`src/rtl/modexp_trace_sequencer_if.sv`:
```
// Job request / response handshake bundle between a host and the modexp trace sequencer.
interface modexp_trace_sequencer_if #(
    parameter int unsigned WIDTH     = 32,
    parameter int unsigned RUN_CNT_W = 16
) ();
    logic                 req_valid;
    logic                 req_ready;
    logic [WIDTH-1:0]     req_m;
    logic [WIDTH-1:0]     req_d;
    logic [WIDTH-1:0]     req_n;
    logic [RUN_CNT_W-1:0] req_runs;
    logic                 res_valid;
    logic                 res_ready;
    logic [WIDTH-1:0]     res_data;
    logic                 res_err;

    modport master (
        output req_valid, req_m, req_d, req_n, req_runs, res_ready,
        input  req_ready, res_valid, res_data, res_err
    );

    modport slave (
        input  req_valid, req_m, req_d, req_n, req_runs, res_ready,
        output req_ready, res_valid, res_data, res_err
    );
endinterface

```
`src/rtl/modexp_trace_sequencer.sv`:
```
// Runs the modular_exp core N times per job with a scope trigger framing each run,
// and reports the first result plus a flag if any run disagreed or timed out.
module modexp_trace_sequencer #(
    parameter int unsigned WIDTH          = 32,
    parameter int unsigned RUN_CNT_W      = 16,
    parameter int unsigned RST_CYCLES     = 2,
    parameter int unsigned GAP_CYCLES     = 20,
    parameter int unsigned TIMEOUT_CYCLES = 4096
) (
    input  logic                 clk,
    input  logic                 reset,
    modexp_trace_sequencer_if.slave bus,
    input  logic                 abort,
    output logic                 exp_reset,
    output logic [WIDTH-1:0]     exp_m,
    output logic [WIDTH-1:0]     exp_d,
    output logic [WIDTH-1:0]     exp_n,
    input  logic [WIDTH-1:0]     exp_result,
    input  logic                 exp_done,
    output logic                 trig,
    output logic                 busy,
    output logic [RUN_CNT_W-1:0] runs_done
);

    localparam int unsigned PH_MAX   = (RST_CYCLES > GAP_CYCLES) ? RST_CYCLES : GAP_CYCLES;
    localparam int unsigned PH_CNT_W = $clog2(PH_MAX + 1);
    localparam int unsigned TO_CNT_W = $clog2(TIMEOUT_CYCLES + 1);

    typedef enum logic [2:0] {
        IDLE,
        LOAD,
        RUN,
        CHECK,
        GAP,
        REPORT
    } state_t;

    state_t               state, state_n;
    logic [PH_CNT_W-1:0]  ph_cnt, ph_cnt_n;
    logic [TO_CNT_W-1:0]  to_cnt, to_cnt_n;
    logic [RUN_CNT_W-1:0] target, target_n;
    logic [RUN_CNT_W-1:0] runs_done_n;
    logic                 err, err_n;
    logic [WIDTH-1:0]     res_data_q, res_data_n;
    logic [WIDTH-1:0]     m_n, d_n, n_n;
    logic                 req_ready_q, res_valid_q, res_err_q;

    assign bus.req_ready = req_ready_q;
    assign bus.res_valid = res_valid_q;
    assign bus.res_data  = res_data_q;
    assign bus.res_err   = res_err_q;

    // Next-state and next-value logic for the job sequence.
    always_comb begin
        state_n     = state;
        ph_cnt_n    = ph_cnt;
        to_cnt_n    = to_cnt;
        target_n    = target;
        runs_done_n = runs_done;
        err_n       = err;
        res_data_n  = res_data_q;
        m_n         = exp_m;
        d_n         = exp_d;
        n_n         = exp_n;

        case (state)
            IDLE: begin
                if (bus.req_valid) begin
                    m_n         = bus.req_m;
                    d_n         = bus.req_d;
                    n_n         = bus.req_n;
                    target_n    = (bus.req_runs == '0) ? RUN_CNT_W'(1) : bus.req_runs;
                    runs_done_n = '0;
                    err_n       = 1'b0;
                    ph_cnt_n    = '0;
                    state_n     = LOAD;
                end
            end
            LOAD: begin
                if (ph_cnt == PH_CNT_W'(RST_CYCLES - 1)) begin
                    to_cnt_n = '0;
                    state_n  = RUN;
                end else begin
                    ph_cnt_n = ph_cnt + 1'b1;
                end
            end
            RUN: begin
                // The first RUN cycle ignores exp_done while the core leaves reset.
                if ((to_cnt != '0) && exp_done) begin
                    state_n = CHECK;
                end else if (to_cnt == TO_CNT_W'(TIMEOUT_CYCLES - 1)) begin
                    err_n   = 1'b1;
                    state_n = REPORT;
                end else begin
                    to_cnt_n = to_cnt + 1'b1;
                end
            end
            CHECK: begin
                runs_done_n = runs_done + 1'b1;
                if (runs_done == '0) begin
                    res_data_n = exp_result;
                end else if (exp_result != res_data_q) begin
                    err_n = 1'b1;
                end
                if (runs_done_n == target) begin
                    state_n = REPORT;
                end else begin
                    ph_cnt_n = '0;
                    state_n  = GAP;
                end
            end
            GAP: begin
                if (ph_cnt == PH_CNT_W'(GAP_CYCLES - 1)) begin
                    to_cnt_n = '0;
                    state_n  = RUN;
                end else begin
                    ph_cnt_n = ph_cnt + 1'b1;
                end
            end
            REPORT: begin
                if (bus.res_ready) begin
                    state_n = IDLE;
                end
            end
            default: state_n = IDLE;
        endcase

        if (abort && (state != IDLE)) begin
            state_n = IDLE;
        end
    end

    // State, counters and outputs; outputs are registered from the next state.
    always_ff @(posedge clk or negedge reset) begin
        if (!reset) begin
            state       <= IDLE;
            ph_cnt      <= '0;
            to_cnt      <= '0;
            target      <= '0;
            runs_done   <= '0;
            err         <= 1'b0;
            res_data_q  <= '0;
            exp_m       <= '0;
            exp_d       <= '0;
            exp_n       <= '0;
            exp_reset   <= 1'b1;
            trig        <= 1'b0;
            res_valid_q <= 1'b0;
            res_err_q   <= 1'b0;
            req_ready_q <= 1'b1;
            busy        <= 1'b0;
        end else begin
            state       <= state_n;
            ph_cnt      <= ph_cnt_n;
            to_cnt      <= to_cnt_n;
            target      <= target_n;
            runs_done   <= runs_done_n;
            err         <= err_n;
            res_data_q  <= res_data_n;
            exp_m       <= m_n;
            exp_d       <= d_n;
            exp_n       <= n_n;
            exp_reset   <= !((state_n == RUN) || (state_n == CHECK));
            trig        <= (state_n == RUN);
            res_valid_q <= (state_n == REPORT);
            res_err_q   <= err_n;
            req_ready_q <= (state_n == IDLE);
            busy        <= (state_n != IDLE);
        end
    end

endmodule

```
`src/flat_wrapper.sv`:
```
// flat-port wrapper written by rule: the top's interface ports become plain ports
module modexp_trace_sequencer_flat 
#(
    parameter int unsigned WIDTH          = 32,
    parameter int unsigned RUN_CNT_W      = 16,
    parameter int unsigned RST_CYCLES     = 2,
    parameter int unsigned GAP_CYCLES     = 20,
    parameter int unsigned TIMEOUT_CYCLES = 4096
)
  (clk, reset, abort, exp_reset, exp_m, exp_d, exp_n, exp_result, exp_done, trig, busy, runs_done, bus_req_valid, bus_req_m, bus_req_d, bus_req_n, bus_req_runs, bus_res_ready, bus_req_ready, bus_res_valid, bus_res_data, bus_res_err);
  modexp_trace_sequencer_if #(.WIDTH(WIDTH), .RUN_CNT_W(RUN_CNT_W)) bus_i ();
  input  logic clk;
  input  logic reset;
  input  logic abort;
  output logic exp_reset;
  output logic [WIDTH-1:0] exp_m;
  output logic [WIDTH-1:0] exp_d;
  output logic [WIDTH-1:0] exp_n;
  input  logic [WIDTH-1:0] exp_result;
  input  logic exp_done;
  output logic trig;
  output logic busy;
  output logic [RUN_CNT_W-1:0] runs_done;
  input wire logic [$bits(bus_i.req_valid)-1:0] bus_req_valid;
  input wire logic [$bits(bus_i.req_m)-1:0] bus_req_m;
  input wire logic [$bits(bus_i.req_d)-1:0] bus_req_d;
  input wire logic [$bits(bus_i.req_n)-1:0] bus_req_n;
  input wire logic [$bits(bus_i.req_runs)-1:0] bus_req_runs;
  input wire logic [$bits(bus_i.res_ready)-1:0] bus_res_ready;
  output wire logic [$bits(bus_i.req_ready)-1:0] bus_req_ready;
  output wire logic [$bits(bus_i.res_valid)-1:0] bus_res_valid;
  output wire logic [$bits(bus_i.res_data)-1:0] bus_res_data;
  output wire logic [$bits(bus_i.res_err)-1:0] bus_res_err;
  assign bus_i.req_valid = bus_req_valid;
  assign bus_i.req_m = bus_req_m;
  assign bus_i.req_d = bus_req_d;
  assign bus_i.req_n = bus_req_n;
  assign bus_i.req_runs = bus_req_runs;
  assign bus_i.res_ready = bus_res_ready;
  assign bus_req_ready = bus_i.req_ready;
  assign bus_res_valid = bus_i.res_valid;
  assign bus_res_data = bus_i.res_data;
  assign bus_res_err = bus_i.res_err;
  modexp_trace_sequencer #(.WIDTH(WIDTH), .RUN_CNT_W(RUN_CNT_W), .RST_CYCLES(RST_CYCLES), .GAP_CYCLES(GAP_CYCLES), .TIMEOUT_CYCLES(TIMEOUT_CYCLES)) u_core (.clk(clk), .reset(reset), .bus(bus_i), .abort(abort), .exp_reset(exp_reset), .exp_m(exp_m), .exp_d(exp_d), .exp_n(exp_n), .exp_result(exp_result), .exp_done(exp_done), .trig(trig), .busy(busy), .runs_done(runs_done));
endmodule
```
`config.mk`:
```
export PLATFORM = sky130hd
export DESIGN_NAME = modexp_trace_sequencer_flat
export DESIGN_NICKNAME = d
export VERILOG_FILES = /design/src/rtl/modexp_trace_sequencer_if.sv /design/src/rtl/modexp_trace_sequencer.sv /design/src/flat_wrapper.sv
export SDC_FILE = /design/constraint.sdc
export NUM_CORES = 1
export LEC_CHECK = 0
export BUFFER_PORTS_ARGS = -buffer_cell sky130_fd_sc_hd__buf_4
export CORE_MARGIN = 8
export CORE_UTILIZATION = 25
export CTS_CLUSTER_SIZE = 28
export DETAILED_ROUTE_END_ITERATION = 7
export HOLD_SLACK_MARGIN = 0.15
export MAX_ROUTING_LAYER = met4
export REMOVE_ABC_BUFFERS = 1
export SKIP_LAST_GASP = 1
export SLEW_MARGIN = 20
export SYNTH_ARGS = -nofsm -noshare
export SYNTH_HDL_FRONTEND = slang
export SYNTH_SLANG_ARGS = --single-unit
```
`constraint.sdc`:
```
create_clock -name clk -period 3.3 [get_ports clk]
set_input_delay 0.825 -clock clk [delete_from_list [all_inputs] [get_ports clk]]
set_output_delay 0.825 -clock clk [all_outputs]
set_load 0.005 [all_outputs]
```
== Yosys cells after proc, flatten, opt, wreduce, memory -nomap -nowiden ==
Cells that the tools add are included.
Widths: inputs -> output; s select.

* Register bits: 187
* Bits of input ports: 150
* Output and inout bits: 150
* Word-level logic and storage cells: 91

* Add/subtract/negate cells: 3
* Equality and inequality tests: 24
* Mux-type cells: 28
* Reduce and logical (&&, ||, !) cells: 21

{| class="wikitable"
|+ Operator list
! cell !! count
|-
| $mux 13 || 4
|-
| $pmux 13 s3 || 1
|-
| $logic_not 16->1 || 2
|-
| $mux 16 || 2
|-
| $ne 32x32->1 || 1
|-
| $pmux 16 s2 || 1
|-
| $mux 3 || 7
|-
| $mux 5 || 4
|-
| $pmux 5 s4 || 1
|-
| $pmux 3 s6 || 1
|-
| $add 16x1->16 const B || 1
|-
| $eq 16x16->1 || 1
|-
| $ne 2x2->1 const B || 7
|-
| $add 13x1->13 const B || 1
|-
| $eq 13x12->1 const B || 1
|-
| $reduce_bool 13->1 || 1
|-
| $eq 3x2->1 const B || 4
|-
| $reduce_bool 3->1 || 4
|-
| $reduce_and 5->1 || 2
|-
| $eq 3x3->1 const B || 3
|-
| $ne 2x1->1 const B || 4
|-
| $logic_not 3->1 || 2
|-
| $mux 1 || 6
|-
| $reduce_and 2->1 || 3
|-
| other kinds (11) || 12
|}

== Longest topological paths before layout ==
* Depth in word-level cells: 8
* Mapped depth: 10
* Depth with buffers taken out: 10

== Least setup slack after synthesis ==
OpenSTA, ideal clock, no wires.

* Path type: reg2reg
* Start point: register u_core.runs_done[0]
* End point: register u_core.ph_cnt[0]
* Setup time: 0.128 ns
* Data arrival time: 2.353 ns
* Data required time: 3.172 ns
* Path slack: 0.819 ns
* Cell stages (with the launch flop): 9
* Path buffers: 0
* Period minus slack after synthesis: 2.481 ns
* Cells stage by stage: dfrtp_1 > inv_1 > ha_1 > xor2_1 > or4_4 > a2111oi_4 > nand4_2 > o211ai_2 > mux2_1

* Longest elaborated chain between the ends: 4

{| class="wikitable"
|+ RTL lines
! element !! RTL line !! text
|-
| start: declaration || modexp_trace_sequencer.sv:22 || <nowiki>output logic [RUN_CNT_W-1:0] runs_done</nowiki>
|-
| start signal: assignment || modexp_trace_sequencer.sv:157 || <nowiki>runs_done <= runs_done_n;</nowiki>
|-
| $add 16x1->16 || modexp_trace_sequencer.sv:99 || <nowiki>runs_done_n = runs_done + 1'b1;</nowiki>
|-
| $eq 16x16->1 || modexp_trace_sequencer.sv:105 || <nowiki>if (runs_done_n == target) begin</nowiki>
|-
| $ne 2x2->1 (no line) || - ||
|-
| $reduce_and 5->1 (no line) || - ||
|-
| end signal: assignment || modexp_trace_sequencer.sv:154 || <nowiki>ph_cnt <= ph_cnt_n;</nowiki>
|-
| end: declaration || modexp_trace_sequencer.sv:39 || <nowiki>logic [PH_CNT_W-1:0] ph_cnt, ph_cnt_n;</nowiki>
|}

Every way passes these cells.
A chain may end at the register's enable or synchronous reset.

== Worst setup path after layout ==
* Start point: register u_core.runs_done[0]
* End point: register u_core.ph_cnt[1]

Same word-level chain as after synthesis.

==> flow_summary_export.csv <==
group,metric,value,unit
status,status,"finished clean",
critical_path,path_class,"flop to flop",
place,place_congestion,0.820,
global_routing,gr-usage-met3,6.08,%
floorplan,die_w,201,um
floorplan,start_util,25.1,%
global_routing,grt_usage,13.2,%
critical_path,end_kind,"flop",
critical_path,arrival,2.95,ns
detailed_routing,dr_total_vias,6369,
clocking,hold_buffers,0,
pwr,vdd_drop_max,0.457,mV
final_layout,syn_to_final_growth,39.8,%
job,max_cap_violations,0,
global_routing,grt_pass1_vias,7017,
synth,seq_area_frac_synth,54.5,%
critical_path,r2r_start,"u_core.runs_done[0]",
detailed_routing,firstDrtPassIters,8,
floorplan,ios,300,
global_routing,grt_max_degree,116,
final_layout,layoutNonFillerInstCount,1441,
floorplan,die_y,201,um
synth,synth.area.top_cells,"dfrtp_1 54%, mux2_2 19%, xor2_1 4.7%",
detailed_routing,avgViaCountPerCell,4.42,
synth,synth_seq_cells,187,
place,port_buffers,299,
timing,slew_violations,0,
synth,netlist_area,8590,sq um
critical_path,crit_path_start_kind,"flop",
clocking,cts_buffer_depth,2,
critical_path,cp.required,3.62,ns
timing,tightest_slew,1.03,ns
clocking,clk_pin_slew,0.08,ns
place,place_hpwl,20100,um
timing,fin_skew,0.0125,ns
floorplan,num_rows,68,
critical_path,r2r_slack,0.67,ns
detailed_routing,drt_wl_total,26200,um
clocking,cts_root_buf,"clkbuf_16",
detailed_routing,drc_errors,0,
clocking,cts_sinks,187,
synth,synth_largest_area_cell,"dfrtp_1",
detailed_routing,drtIter0Drc,198,
pwr,p_leak,5.55,nW
clocking,cts_buffers,17,
pwr,power,10.2,mW
detailed_routing,wl_per_cell,18.2,um
timing,slew_headroom,31.0,%
timing,rsz0062_at_grt,"no",
global_routing,antenna_found_initial,0,
synth,syn_inst,675,
pwr,power_density,851,nW/um^2
timing,clock.fmax,0.380,GHz
timing,period_share,79.7,%
floorplan,fp.coreArea,34200,sq um
timing,setup_viol,0,
timing,period_needed,2.63,ns
final_layout,drive_gt1_share,52.1,%
synth,synthFlopType,"dfrtp_1",
global_routing,grtUsageMet2,20.9,%
critical_path,crit_path_max_fanout,8,
detailed_routing,antenna_left,0,
synth,post-synth-top-area-fraction,53.9,%
clocking,cts_setup_buffers,0,
synth,syn_area_per_cell,12.7,sq um
floorplan,die-area,40600,sq um
place,dp_cells,1409,
final_layout,fin_nets,1129,
final_layout,n_antenna_cell,0,
timing,final_hold_viol_count,0,
min_path,min_path_type,"input pin to async pin",
critical_path,crit_start,"u_core.runs_done[0]",
synth,synthArstFlopShare,100,%
clocking,cts_tree,"yes",
clocking,ctsResizeCount,0,
global_routing,grt_overflow,0,
synth,synth_edf_count,0,
clocking,clk_latency,0.45,ns
global_routing,use_met1,14.9,%
global_routing,grt_pass1_wl,40700,um
synth,ys_types,65,
synth,yosys_warnings,0,
clocking,cts_max_level,4,
global_routing,grt-busiest-layer,"met2",
-- stage by stage --
step | util [%] | TNS (ns) | instance area (sq um) | hold slack (ns) | setup WS, ns
floorplan | - | -613.91 | 8440 | 0.486 | -5.76
global placement | 33.4 | 0 | 11400 | 0.491 | 0.680
detailed placement | 33.4 | 0 | 11400 | 0.496 | 0.649
CTS | 35.1 | 0 | 12000 | 0.352 | 0.630
global route | 35.1 | 0 | 12000 | 0.376 | 0.523
finish | 35.1 | 0 | 12000 | 0.354 | 0.671
-- layer usage --
metal / wire, um / part of all wire, %
met3: 2320 / 8.9
met2: 12700 / 49
met1: 10900 / 42
met4: 281 / 1.1
met5: 0 / 0
-- path summary, 6_finish.rpt --
path / end / cells after the start
setup / recovery: u_core.ph_cnt[1] / 8
hold / removal: u_core.exp_n[29] / 1
setup reg to reg: u_core.ph_cnt[1] / 8
hold reg to reg: u_core.exp_m[8] / 1
max in group asynchronous: u_core.exp_n[25] / 3
min in group clk: u_core.exp_m[8] / 1
-- cells in the mapped netlist, drive strengths merged, types with 10 or more instances --
master    n
inv      10
o21ai    27
nor4     16
a21oi    11
nand3    16
nand4    13
clkbuf   19
mux2    144
buf      16
nor2     39
dfrtp   185
xor2     46
xnor2    20
nand2    25
-- cells by family after synthesis --
logic type               after synthesis  synth area share, %
AO/OA/AOI/OAI                         72                 5.90
XOR/XNOR                              67                 7.08
adder cells (fa/ha/maj)                6                0.873
buffers and inverters                 45                 2.29
flip-flops                           187                 54.5
multiplexers                         144                 18.9
AND/OR/NAND/NOR                      154                 10.5
-- area by class of cell --
class / instances / area, sq um
Clock buffer: 19 / 453
Inverter: 10 / 37.5
Tap cell: 455 / 569
Multi-Input combinational cell: 443 / 3730
Timing Repair Buffer: 314 / 2410
Sequential cell: 187 / 4680
Clock inverter: 13 / 133
Fill cell: 3446 / 22200
-- state kept, by name, summed over array words and instances (netlist names) --
signal	flops
u_core.bus.res_data	32
u_core.trig	1
u_core.bus.req_ready	1
u_core.exp_d	32
u_core.runs_done	16
u_core.exp_reset	1
u_core.err	1
u_core.target	16
u_core.state	3
u_core.exp_m	32
u_core.to_cnt	13
u_core.exp_n	32
u_core.busy	1
u_core.bus.res_valid	1
u_core.ph_cnt	5
-- critical path: stages, from the launching register on --
cell and delay, ns:
dfrtp_1 0.47, inv_1 0.07, ha_1 0.32, xor2_1 0.16, or4_4 0.49, a2111oi_4 0.32, nand4_2 0.20, o211ai_2 0.13
mux2_1 0.34
-- power breakdown --
group | internal (mW) | switching [mW] | leakage (nW) | total (mW)
Clock | 1.10 | 0.980 | 0.286 | 2.08
Sequential | 3.27 | 0.669 | 2.30 | 3.93
Combinational | 2.49 | 1.72 | 2.96 | 4.21
Total | 6.86 | 3.37 | 5.55 | 10.2
-- placed cells by master, fill, tap and decap left out, types with 4 or more instances in the layout --
master,count
dfrtp_1,185
clkbuf_16,17
nand2b_1,5
xnor2_1,19
buf_12,4
nor4_1,12
a21oi_1,11
and4_1,4
nand2_1,25
ha_1,6
mux2_2,142
xor2_1,46
and2_1,4
a31oi_1,6
nand3_1,15
nand4_1,11
o21ai_0,27
buf_4,309
nor3_1,6
inv_1,10
nor2_1,38
Note: power is estimated with default switching activity, not from simulation.
